[config.mk]
export PLATFORM = sky130hd
export DESIGN_NAME = spi_burst_arbiter
export DESIGN_NICKNAME = d
export VERILOG_FILES = /design/src/rtl/spi_burst_arbiter_pkg.sv /design/src/rtl/spi_burst_arbiter_rr_arb2.sv /design/src/rtl/spi_burst_arbiter.sv
export SDC_FILE = /design/constraint.sdc
export NUM_CORES = 1
export LEC_CHECK = 0
export CAP_MARGIN = 10
export CELL_PAD_IN_SITES_DETAIL_PLACEMENT = 0
export CELL_PAD_IN_SITES_GLOBAL_PLACEMENT = 1
export CORE_MARGIN = 5
export CORE_UTILIZATION = 36
export CTS_BUF_LIST = sky130_fd_sc_hd__clkbuf_4 sky130_fd_sc_hd__clkbuf_8
export CTS_CLUSTER_SIZE = 28
export DETAILED_ROUTE_END_ITERATION = 6
export GPL_TIMING_DRIVEN = 0
export PLACE_DENSITY = 0.94
export SYNTH_ARGS = -nofsm -noshare
export SYNTH_HDL_FRONTEND = slang
export SYNTH_SLANG_ARGS = --single-unit
export TNS_END_PERCENT = 20
[constraint.sdc]
create_clock -name clk -period 2.6 [get_ports clk]
set_input_delay 0.52 -clock clk [delete_from_list [all_inputs] [get_ports clk]]
set_output_delay 0.52 -clock clk [all_outputs]
set_load 0.01 [all_outputs]
[src/rtl/spi_burst_arbiter_pkg.sv]
// Shared types and constants for the two-port SPI burst arbiter.
// Holds FSM state encodings, port indices and the default chip-select gap.
package spi_burst_arbiter_pkg;

  localparam int unsigned CLK_FREQ       = 50_000_000;
  localparam int unsigned CS_GAP_DEFAULT = 4;

  localparam logic PORT0 = 1'b0;
  localparam logic PORT1 = 1'b1;

  typedef enum logic [1:0] {
    ST_IDLE = 2'd0,
    ST_ARB  = 2'd1,
    ST_SEND = 2'd2,
    ST_GAP  = 2'd3
  } state_t;

  // One byte as presented to the SPI engine: D/C flag plus data.
  typedef struct packed {
    logic       dc;
    logic [7:0] data;
  } spi_byte_t;

  function automatic logic [1:0] port_onehot(input logic idx);
    return idx ? 2'b10 : 2'b01;
  endfunction

endpackage

[src/rtl/spi_burst_arbiter_rr_arb2.sv]
// Two-way round-robin pick: combinational, returns the one-hot winner.
// On contention the port that did not own the engine last time wins.
module spi_burst_arbiter_rr_arb2
  import spi_burst_arbiter_pkg::*;
(
  input  logic [1:0] req,
  input  logic       last_grant,
  output logic [1:0] pick_c
);

  always_comb begin
    pick_c = 2'b00;
    case (req)
      2'b01:   pick_c = port_onehot(PORT0);
      2'b10:   pick_c = port_onehot(PORT1);
      2'b11:   pick_c = port_onehot((last_grant == PORT0) ? PORT1 : PORT0);
      default: pick_c = 2'b00;
    endcase
  end

endmodule

[src/rtl/spi_burst_arbiter.sv]
// Shares one SPI byte engine between two burst requesters, round-robin,
// holding chip-select for a whole burst. Optional per-byte watchdog: SPI_ARB_WATCHDOG_EN.
module spi_burst_arbiter
  import spi_burst_arbiter_pkg::*;
#(
  parameter int unsigned CS_GAP  = CS_GAP_DEFAULT,
  parameter int unsigned LEN_W   = 8,
  parameter int unsigned TIMEOUT = 1024
) (
  input  logic             clk,
  input  logic             reset,
  input  logic [1:0]       req,
  input  logic [LEN_W-1:0] len0,
  input  logic [LEN_W-1:0] len1,
  input  logic [7:0]       data0,
  input  logic [7:0]       data1,
  input  logic             dc0,
  input  logic             dc1,
  output logic [1:0]       next,
  output logic [1:0]       done,
  output logic [1:0]       grant,
  output logic             busy,
  output logic             spi_onoff,
  output logic [7:0]       spi_data,
  output logic             spi_dc,
  input  logic             spi_valid,
  output logic             err
);

  localparam int unsigned      GAP_W    = (CS_GAP > 1) ? $clog2(CS_GAP) : 1;
  localparam logic [LEN_W-1:0] LEN_ONE  = LEN_W'(1);
  localparam logic [GAP_W-1:0] GAP_LAST = GAP_W'(CS_GAP - 1);

  if (CS_GAP < 1 || TIMEOUT < 2) begin : g_bad_cfg
    $error("spi_burst_arbiter: CS_GAP must be >= 1 and TIMEOUT >= 2");
  end

  state_t           state;
  logic             last_grant;
  logic [LEN_W-1:0] cnt;
  logic [GAP_W-1:0] gap_cnt;
  logic [1:0]       pick;
  logic             pick_idx;
  logic [LEN_W-1:0] pick_len;
  logic             sel_idx;
  spi_byte_t        sel_byte;

  spi_burst_arbiter_rr_arb2 u_rr_arb2 (
    .req        (req),
    .last_grant (last_grant),
    .pick_c     (pick)
  );

  assign pick_idx = pick[1] ? PORT1 : PORT0;
  assign pick_len = pick[1] ? len1 : len0;

  // In ARB the fresh winner supplies the first byte; afterwards the owner does.
  assign sel_idx  = (state == ST_ARB) ? pick_idx : last_grant;
  assign sel_byte = (sel_idx == PORT1) ? {dc1, data1} : {dc0, data0};

`ifdef SPI_ARB_WATCHDOG_EN
  localparam int unsigned     WD_W    = $clog2(TIMEOUT);
  localparam logic [WD_W-1:0] WD_LAST = WD_W'(TIMEOUT - 1);

  logic [WD_W-1:0] wd_cnt;
  logic            wd_fire;

  assign wd_fire = (wd_cnt == WD_LAST);
`else
  assign err = 1'b0;
`endif

  always_ff @(posedge clk or negedge reset) begin
    if (!reset) begin
      state      <= ST_IDLE;
      last_grant <= PORT1;
      cnt        <= '0;
      gap_cnt    <= '0;
      grant      <= '0;
      next       <= '0;
      done       <= '0;
      busy       <= 1'b0;
      spi_onoff  <= 1'b0;
      spi_data   <= '0;
      spi_dc     <= 1'b0;
`ifdef SPI_ARB_WATCHDOG_EN
      wd_cnt     <= '0;
      err        <= 1'b0;
`endif
    end else begin
      next <= '0;
      done <= '0;
`ifdef SPI_ARB_WATCHDOG_EN
      err  <= 1'b0;
`endif
      case (state)
        ST_IDLE: begin
          if (|req) begin
            state <= ST_ARB;
            busy  <= 1'b1;
          end
        end

        ST_ARB: begin
          if (pick == 2'b00) begin
            state <= ST_IDLE;
            busy  <= 1'b0;
          end else begin
            last_grant <= pick_idx;
            cnt        <= pick_len;
            if (pick_len == '0) begin
              // Empty burst: finish without ever raising chip-select.
              done  <= pick;
              grant <= '0;
              state <= ST_IDLE;
              busy  <= 1'b0;
            end else begin
              grant     <= pick;
              spi_data  <= sel_byte.data;
              spi_dc    <= sel_byte.dc;
              next      <= pick;
              spi_onoff <= 1'b1;
              state     <= ST_SEND;
`ifdef SPI_ARB_WATCHDOG_EN
              wd_cnt    <= '0;
`endif
            end
          end
        end

        ST_SEND: begin
          if (spi_valid) begin
`ifdef SPI_ARB_WATCHDOG_EN
            wd_cnt <= '0;
`endif
            if (cnt > LEN_ONE) begin
              cnt      <= cnt - LEN_ONE;
              spi_data <= sel_byte.data;
              spi_dc   <= sel_byte.dc;
              next     <= grant;
            end else begin
              done      <= grant;
              spi_onoff <= 1'b0;
              grant     <= '0;
              gap_cnt   <= '0;
              state     <= ST_GAP;
            end
          end
`ifdef SPI_ARB_WATCHDOG_EN
          else if (wd_fire) begin
            // Engine stalled on this byte: abandon the burst.
            err       <= 1'b1;
            done      <= grant;
            spi_onoff <= 1'b0;
            grant     <= '0;
            gap_cnt   <= '0;
            state     <= ST_GAP;
          end else begin
            wd_cnt <= wd_cnt + WD_W'(1);
          end
`endif
        end

        ST_GAP: begin
          if (gap_cnt == GAP_LAST) begin
            state <= ST_IDLE;
            busy  <= 1'b0;
          end else begin
            gap_cnt <= gap_cnt + GAP_W'(1);
          end
        end

        default: begin
          state <= ST_IDLE;
          busy  <= 1'b0;
        end
      endcase
    end
  end

endmodule

-- After elaboration in Yosys (flattened, before gate mapping)
Cells that the tools add are included.
- flip-flop bits (word level): 30
- add/sub/neg operators: 2
- order comparisons: 1
- eq/ne operators: 16
- mux-type cells: 54
- bitwise logic cells: 1
- reduce and logical (&&, ||, !) cells: 15
- operator list (operator ; count):
    8-bit two-way mux ; 8
    2-bit two-way mux ; 20
    8-bit one-hot mux with 2 select lines ; 2
    2-bit != test (second input constant) ; 8
    2-bit one-hot mux with 2 select lines ; 4
    4-bit AND reduction ; 4
    1-bit two-way mux ; 14
    2-bit == test (second input constant) ; 5
    5-bit AND reduction ; 2
    9-bit two-way mux ; 1
    8-bit by 1-bit > comparator with 1-bit output (second input constant) ; 1
    8-bit zero test ; 1
    2-bit one-hot mux with 4 select lines ; 1
    8-bit by 1-bit subtractor with 8-bit output (second input constant) ; 1
    2-bit one-hot mux with 3 select lines ; 1
    2-bit by 1-bit == test with 1-bit output (second input constant) ; 2
    2-bit zero test ; 2
    1-bit one-hot mux with 2 select lines ; 2
    2-bit nonzero test ; 2
    3-bit by 1-bit != test with 1-bit output (second input constant) ; 1
    1-bit one-hot mux with 3 select lines ; 1
    3-bit AND reduction ; 1
    3-bit nonzero test ; 1
    2-bit by 1-bit adder with 2-bit output (second input constant) ; 1
    3 further kinds ; 3

-- Longest topological paths before layout
Gate-level depths: netlist of the first run.
- depth after elaboration: 8
- mapped depth: 8
- gate-level depth less buffers: 7

-- Hierarchy
From an unflattened synthesis of the first run, not the netlist that was laid out.
- cells, all modules: 194
- area, all modules: 1888.1 um^2
- modules (own cells, without submodules) (module ; instances ; cells each ; area an instance (um^2) ; seq. area each (um^2)):
    spi_burst_arbiter ; 1 ; 191 ; 1869.3 ; 752.0
    spi_burst_arbiter_rr_arb2 ; 1 ; 3 ; 18.8 ; 0.0

-- Worst setup path before layout of the first run
Ideal clock, no wire load.
- kind: register -> register
- from: register cnt[0]
- to: register cnt[0]
- data arrival time: 1.852 ns
- required time: 2.496 ns
- slack: 0.644 ns
- cell stages (with the launch flop): 9
- buffers on the path: 1
- path through: dfrtp_1 -> inv_1 -> ha_1 -> nor2_1 -> nor3_2 -> a211oi_1 -> clkbuf_1 -> nand3_1 -> o311ai_1
- cells in the longest elaborated chain, start to end: 4
- elaborated cells between the ends (all ways): 7
- classes of those cells: add/sub: 1; order compare: 1; eq/ne: 1; mux: 3; reduce/logical: 1
- ends and longest elaborated chain (item ; RTL line ; source):
    start, declared ; spi_burst_arbiter.sv:40 ; logic [LEN_W-1:0] cnt;
    start signal, assigned ; spi_burst_arbiter.sv:110 ; cnt <= pick_len;
    start signal, assigned ; spi_burst_arbiter.sv:137 ; cnt <= cnt - LEN_ONE;
    8-bit by 1-bit subtractor with 8-bit output ; spi_burst_arbiter.sv:137 ;
    8-bit two-way mux ; spi_burst_arbiter.sv:136 ; if (cnt > LEN_ONE) begin
    8-bit two-way mux ; spi_burst_arbiter.sv:132 ; if (spi_valid) begin
    8-bit one-hot mux with 2 select lines ; spi_burst_arbiter.sv:96 ; case (state)
Parallel ways exist; a longest one is shown, timed or not. The select of a mux whose other input is x is not followed.
A chain may end at the register's enable or synchronous reset.

-- Worst setup path after layout of the first run
- from: register cnt[0]
- to: register cnt[5]
The elaborated chain is that of the path after synthesis.

==> impl_metrics.yaml, run 1 <==
critical_path:
  r2r_slack_ns: 0.30
  cp_data_required_time_ns: 2.81
  crit_start: "cnt[0]"
  path_max_fanout: 10
  arrival_ns: 2.51
  critical_path_class: "register to register"
  r2r_start: "cnt[0]"
  reg2reg_depth: 8
  crit_path_start_kind: "register"
  rr_endpoint: "cnt[5]"
  end_kind: "register"
cells_and_area:
  layout_common_cells: "clkdlybuf4s50_1, dfrtp_1, o21ai_0, nand2_1, mux2i_1"
  fillCellCount: 514
  areaGrowthSynthToFinish_pct: 40.1
  final_cells: 332
  drive_gt1_share_pct: 8.40
  nNetsFinal: 308
  post-route-util_pct: 51.7
  n_antenna_cell: 0
  mostFrequentLayoutCell: "clkdlybuf4s50_1"
  postLayoutCellArea_um2: 2630
detailed_routing:
  detail-route-antenna-nets: 0
  viasPerCell: 5.28
  wirelength_mm: 4.71
  dr.pass1.iters: 4
  top_layer: "met4"
  wl_met1_mm: 2.19
  met2_length_mm: 2.20
  wl_met3_um: 272
  drt_iter0_drc: 79
  drc: 0
  wl_per_cell_um: 14.2
  vias: 1753
sta:
  setup_violations: 0
  fin_tns_setup_ns: 0
  max_freq_ghz: 0.434
  skew_ns: 0.00233
  fin_crit_sh_pct: 88.6
  hold_viol: 0
  slew_headroom_pct: 57.2
  final-max-slew-violation-count: 0
  tightestPinTransition_ns: 0.643
  fin_crit_ns: 2.30
  rsz0062_at_grt: "false"
logic_synthesis:
  ys_top_cells_by_area: "dfrtp_1, mux2i_1, o21ai_0"
  synth_top_area_share_pct: 38.7
  syn_area_um2: 1870
  netlist_instances: 198
  ys_ff_latch: 30
  synth_edf_count: 0
  synth_cell_types: 53
  synthFlopType: "dfrtp_1"
  ys_seq_area_share_pct: 40.1
  synth_fp_nets: 245
  synthArstFlopShare_pct: 100
  synth_area_per_cell_um2: 9.46
  yosys.area.top_type: "dfrtp_1"
  synth-warning-count: 0
global_route:
  grt_pass1_vias: 1681
  grt_use_total_pct: 15.0
  overflow: 0
  grt_max_degree: 21
  grt_pass1_wl_mm: 7.79
  grt_antenna_before_repair: 0
power:
  power_leakage_uw: 0.00107
  powerDensity_nw_per_um2: 1090
  total_power_uw: 2850
  ir_drop_mv: 0.481
clock_network:
  cts.sinks: 30
  clockBufferDepth: 2
  path_clk_slew_ns: 0.06
  clock_latency_ns: 0.28
  htree_levels: 2
  cts_buffers: 5
  postCtsHoldBufs: 0
  cts_root_buf: "clkbuf_8"
  cts_tree: "done"
floorplan:
  io_pins: 57
  coreArea_um2: 5070
  initial_utilization_pct: 36.9
  fp-row-count: 26
  die-area_um2: 6750
  fp.dieH_um: 82.1
  die_x_um: 82.1
worst_hold_path:
  min_from: "spi_data[7]"
  whs_endpoint: "spi_data[7]"
  hold_class: "register to register"
  hold_depth: 2
status:
  outcome: "finished, final reports clean"
placement:
  place_area_um2: 2530
  io_buffers: 55
  gp_congestion: 0.832
  hpwl_mm: 3.75
  dp_cells: 324
run:
  maxCapViolCount: 0
==> cells by family (layout without fill, tap and decap cells) <==
family	count (synthesis)	after routing	share of synthesized area [%]
simple gates	52	52	15.0
fa+ha+maj	8	8	5.34
flops	30	30	40.1
other cells	1	1	0.200
compound gates	69	69	24.5
buf+inv	19	83	4.14
mux	19	19	10.6
==> where the power goes <==
part	switching, µW	internal [µW]	leakage [µW]
Combinational	843	756	0.000654
Sequential	168	690	0.000366
Clock	174	224	0.0000517
==> Yosys cell counts, types with 2 or more instances <==
cell and number:
o21ai_1 6, a21boi_0 2, dfrtp_1 29, nor2_1 6, nand2b_1 3, nor4_1 6, or4_1 2, inv_1 9
nand2_1 17, a32oi_1 2, a32o_1 2, o22ai_1 3, nor3b_1 2, nand3_1 3, clkbuf_1 6, a21oi_1 8
mux2i_1 15, o21ai_0 25, buf_2 2, a22oi_1 2, nor2b_1 4, ha_1 8, a22o_1 4, mux2_2 3
==> through the flow <==
| stage | hold slack (ns) | setup WS [ns] |
|---|---|---|
| 2_1_floorplan | 0.224 | 0.644 |
| 3_3_place_gp | 0.484 | -0.137 |
| 3_5_place_dp | 0.496 | -0.198 |
| 4_1_cts | 0.509 | 0.0839 |
| 5_1_grt | 0.535 | 0.0665 |
| 6_report | 0.509 | 0.296 |
==> per-layer routing <==
layer	track usage (%)	vias to the layer above
met1	20.2	833
met3	4.56	5
met2	23.4	49
met5	0	-
met4	4.15	0
li1	-	866
==> registers in the layout (all words and copies together) (netlist names), named ones only <==
signal and count:
gap_cnt 2, cnt 8, spi_onoff 1, grant 2, done 2, state 1
busy 1, last_grant 1, next 2, spi_data 8, spi_dc 1
==> timing repair <==
item,in CTS,in global routing
endpoints found under the setup margin,0,9
resized for setup,0,1
buffers inserted,0,0
==> worst max path at each step <==
stage | to | slack [ns] | cells after the start
after floorplan | cnt[0] | 0.64 | 8
after global placement | cnt[5] | -0.14 | 6
after detailed placement | spi_data[5] | -0.20 | 7
after CTS | spi_data[5] | 0.08 | 7
after global routing | cnt[4] | 0.07 | 8
final | cnt[5] | 0.30 | 8
==> worst max-delay path, cell delays in order (launching register included) <==
cell	delay [ns]
dfrtp_1	0.41
inv_1	0.08
ha_1	0.23
nor2_1	0.34
nor3_2	0.12
a211oi_1	0.41
clkbuf_1	0.39
a21oi_1	0.12
a21oi_1	0.14
==> layout make-up <==
type                       instances  area (µm²)  area share, %
clock buffer                       7        90.1           3.43
clock inverter                     1        5.00          0.191
inverter                           9        33.8           1.29
multi-input combinational        149        1050           39.9
buffer                            10        43.8           1.67
timing repair buffer              56         566           21.5
tap                               70        87.6           3.34
sequential                        30         752           28.6
Note: power is estimated with default switching activity, not from simulation.
==> inputs of run 2 (changes only) <==
RECOVER_POWER = 100   (was not set)
==> run 2 against run 1 <==
Die area unchanged. Utilization is 0.69 points lower. Sequential power decreased by 0.8%. Sequential cell count unchanged. Final cell count is the same. Clock skew rose by 0.0019 ns. Critical path type is now primary input to register. Largest power group unchanged.
==> impl_metrics.yaml, run 2 (same netlist as run 1, synthesis figures left out) <==
status:
  outcome: "finished, final reports clean"
detailed_routing:
  drc: 0
  dr.pass1.iters: 4
  wl_per_cell_um: 14.3
  detail-route-antenna-nets: 0
  viasPerCell: 5.28
  vias: 1753
  wirelength_mm: 4.76
  drt_iter0_drc: 63
placement:
  io_buffers: 55
  hpwl_mm: 3.75
  dp_cells: 324
  gp_congestion: 0.832
sta:
  fin_crit_sh_pct: 88.2
  setup_violations: 0
  rsz0062_at_grt: "false"
  tightestPinTransition_ns: 1.06
  slew_headroom_pct: 29.3
  fin_crit_ns: 2.29
  max_freq_ghz: 0.436
  hold_viol: 0
  final-max-slew-violation-count: 0
  skew_ns: 0.00422
critical_path:
  cp_data_required_time_ns: 2.80
  path_max_fanout: 10
  worstPathCellList: "clkdlybuf4s50_1 > a21boi_2 > nand2_1 > o22ai_1 > clkbuf_1 > o21ai_0 > o21ai_0"
  crit_start: "req[1]"
  crit_path_frequent_cell: "o21ai_0"
  arrival_ns: 2.50
  rr_endpoint: "spi_data[5]"
  critical_path_class: "primary input to register"
  reg2reg_depth: 8
  r2r_slack_ns: 0.36
  cpPeakStageDelay_ns: 0.52
  end_kind: "register"
  crit_path_start_kind: "primary input"
  critPathSlowestCell: "clkdlybuf4s50_1"
  worstSetupEndpoint: "spi_data[5]"
power:
  comb_power_share_pct: 54.9
  switching_share_pct: 42.0
  powerDensity_nw_per_um2: 1070
  power_leakage_uw: 0.00108
  ir_drop_mv: 0.477
  clkPwrFrac_pct: 14.4
  sequentialPowerShare_pct: 30.7
  power.switching_uw: 1160
  intPower_uw: 1610
global_route:
  overflow: 0
  grt_max_degree: 21
  grt_antenna_before_repair: 0
  grt_use_total_pct: 15.0
  grt_pass1_wl_mm: 7.79
  grt_pass1_vias: 1681
floorplan:
  io_pins: 57
  fp-row-count: 26
  die-area_um2: 6750
  coreArea_um2: 5070
  die_x_um: 82.1
  initial_utilization_pct: 36.9
  fp.dieH_um: 82.1
cells_and_area:
  reg_top3: "cnt x8, spi_data x8"
  mostFrequentLayoutCell: "clkdlybuf4s50_1"
  layout_common_cells: "clkdlybuf4s50_1, dfrtp_1, o21ai_0, dlygate4sd3_1, nand2_1"
  nNetsFinal: 308
  drive_gt1_share_pct: 6.87
  post-route-util_pct: 51.0
  areaGrowthSynthToFinish_pct: 38.3
  n_antenna_cell: 0
  final_cells: 332
clock_network:
  htree_levels: 2
  cts_tree: "done"
  clock_latency_ns: 0.29
  cts_root_buf: "clkbuf_8"
  cts.sinks: 30
  clockBufferDepth: 2
  postCtsHoldBufs: 0
  cts_buffers: 5
  path_clk_slew_ns: 0.06
run:
  maxCapViolCount: 0
worst_hold_path:
  hold_class: "register to register"
==> run 2: critical path: cells and delay by family <==
family | cells | cell delay, ns
buf+inv | 2 | 0.88
simple gates | 1 | 0.14
compound gates | 4 | 0.97
==> run 2: through the flow <==
stage	total power, µW	area (µm²)	setup TNS, ns	worst slack [ns]	hold slack [ns]
2_1_floorplan	1910	1870	0	0.644	0.224
3_3_place_gp	2430	2510	-1.42	-0.137	0.484
3_5_place_dp	2460	2530	-2.07	-0.198	0.496
4_1_cts	2870	2620	0	0.0839	0.509
5_1_grt	3030	2590	0	0.0797	0.530
6_report	2770	2590	0	0.306	0.504
==> run 2: power by group through the flow <==
stage | combinational (µW) | sequential [µW] | clock (µW)
final | 1520 | 851 | 399
after global routing | 1720 | 883 | 434
after CTS | 1610 | 854 | 408
after detailed placement | 1600 | 861 | 0
after global placement | 1580 | 852 | 0
after floorplan | 1040 | 876 | 0
==> run 2: area by class of cell <==
type                            count  area (µm²)
Buffer                             10        43.8
Clock buffer                        7        90.1
Clock inverter                      1        5.00
Fill cell                         519        2480
Inverter                            9        33.8
Multi-Input combinational cell    149        1020
Sequential cell                    30         752
Tap cell                           70        87.6
Timing Repair Buffer               56         554
==> run 2: worst min-delay path by stage <==
stage,start,endpoint,slack (ns),cells after the start
2_1_floorplan,reset,async pin,0.22,0
3_3_place_gp,spi_data[7],spi_data[7],0.48,2
3_5_place_dp,spi_data[7],spi_data[7],0.50,2
4_1_cts,spi_data[7],spi_data[7],0.51,2
5_1_grt,busy,busy,0.53,1
6_report,spi_data[7],spi_data[7],0.50,2
==> run 2: timing repair <==
action                     CTS  global route
setup buffers                0             0
setup endpoints to repair    0             9
resized for setup            0             1
==> run 2: layer usage <==
metal	track usage [%]	routed length, µm
met1	20.2	2190
met2	23.4	2240
met3	4.56	272
met4	4.15	55
met5	0	0
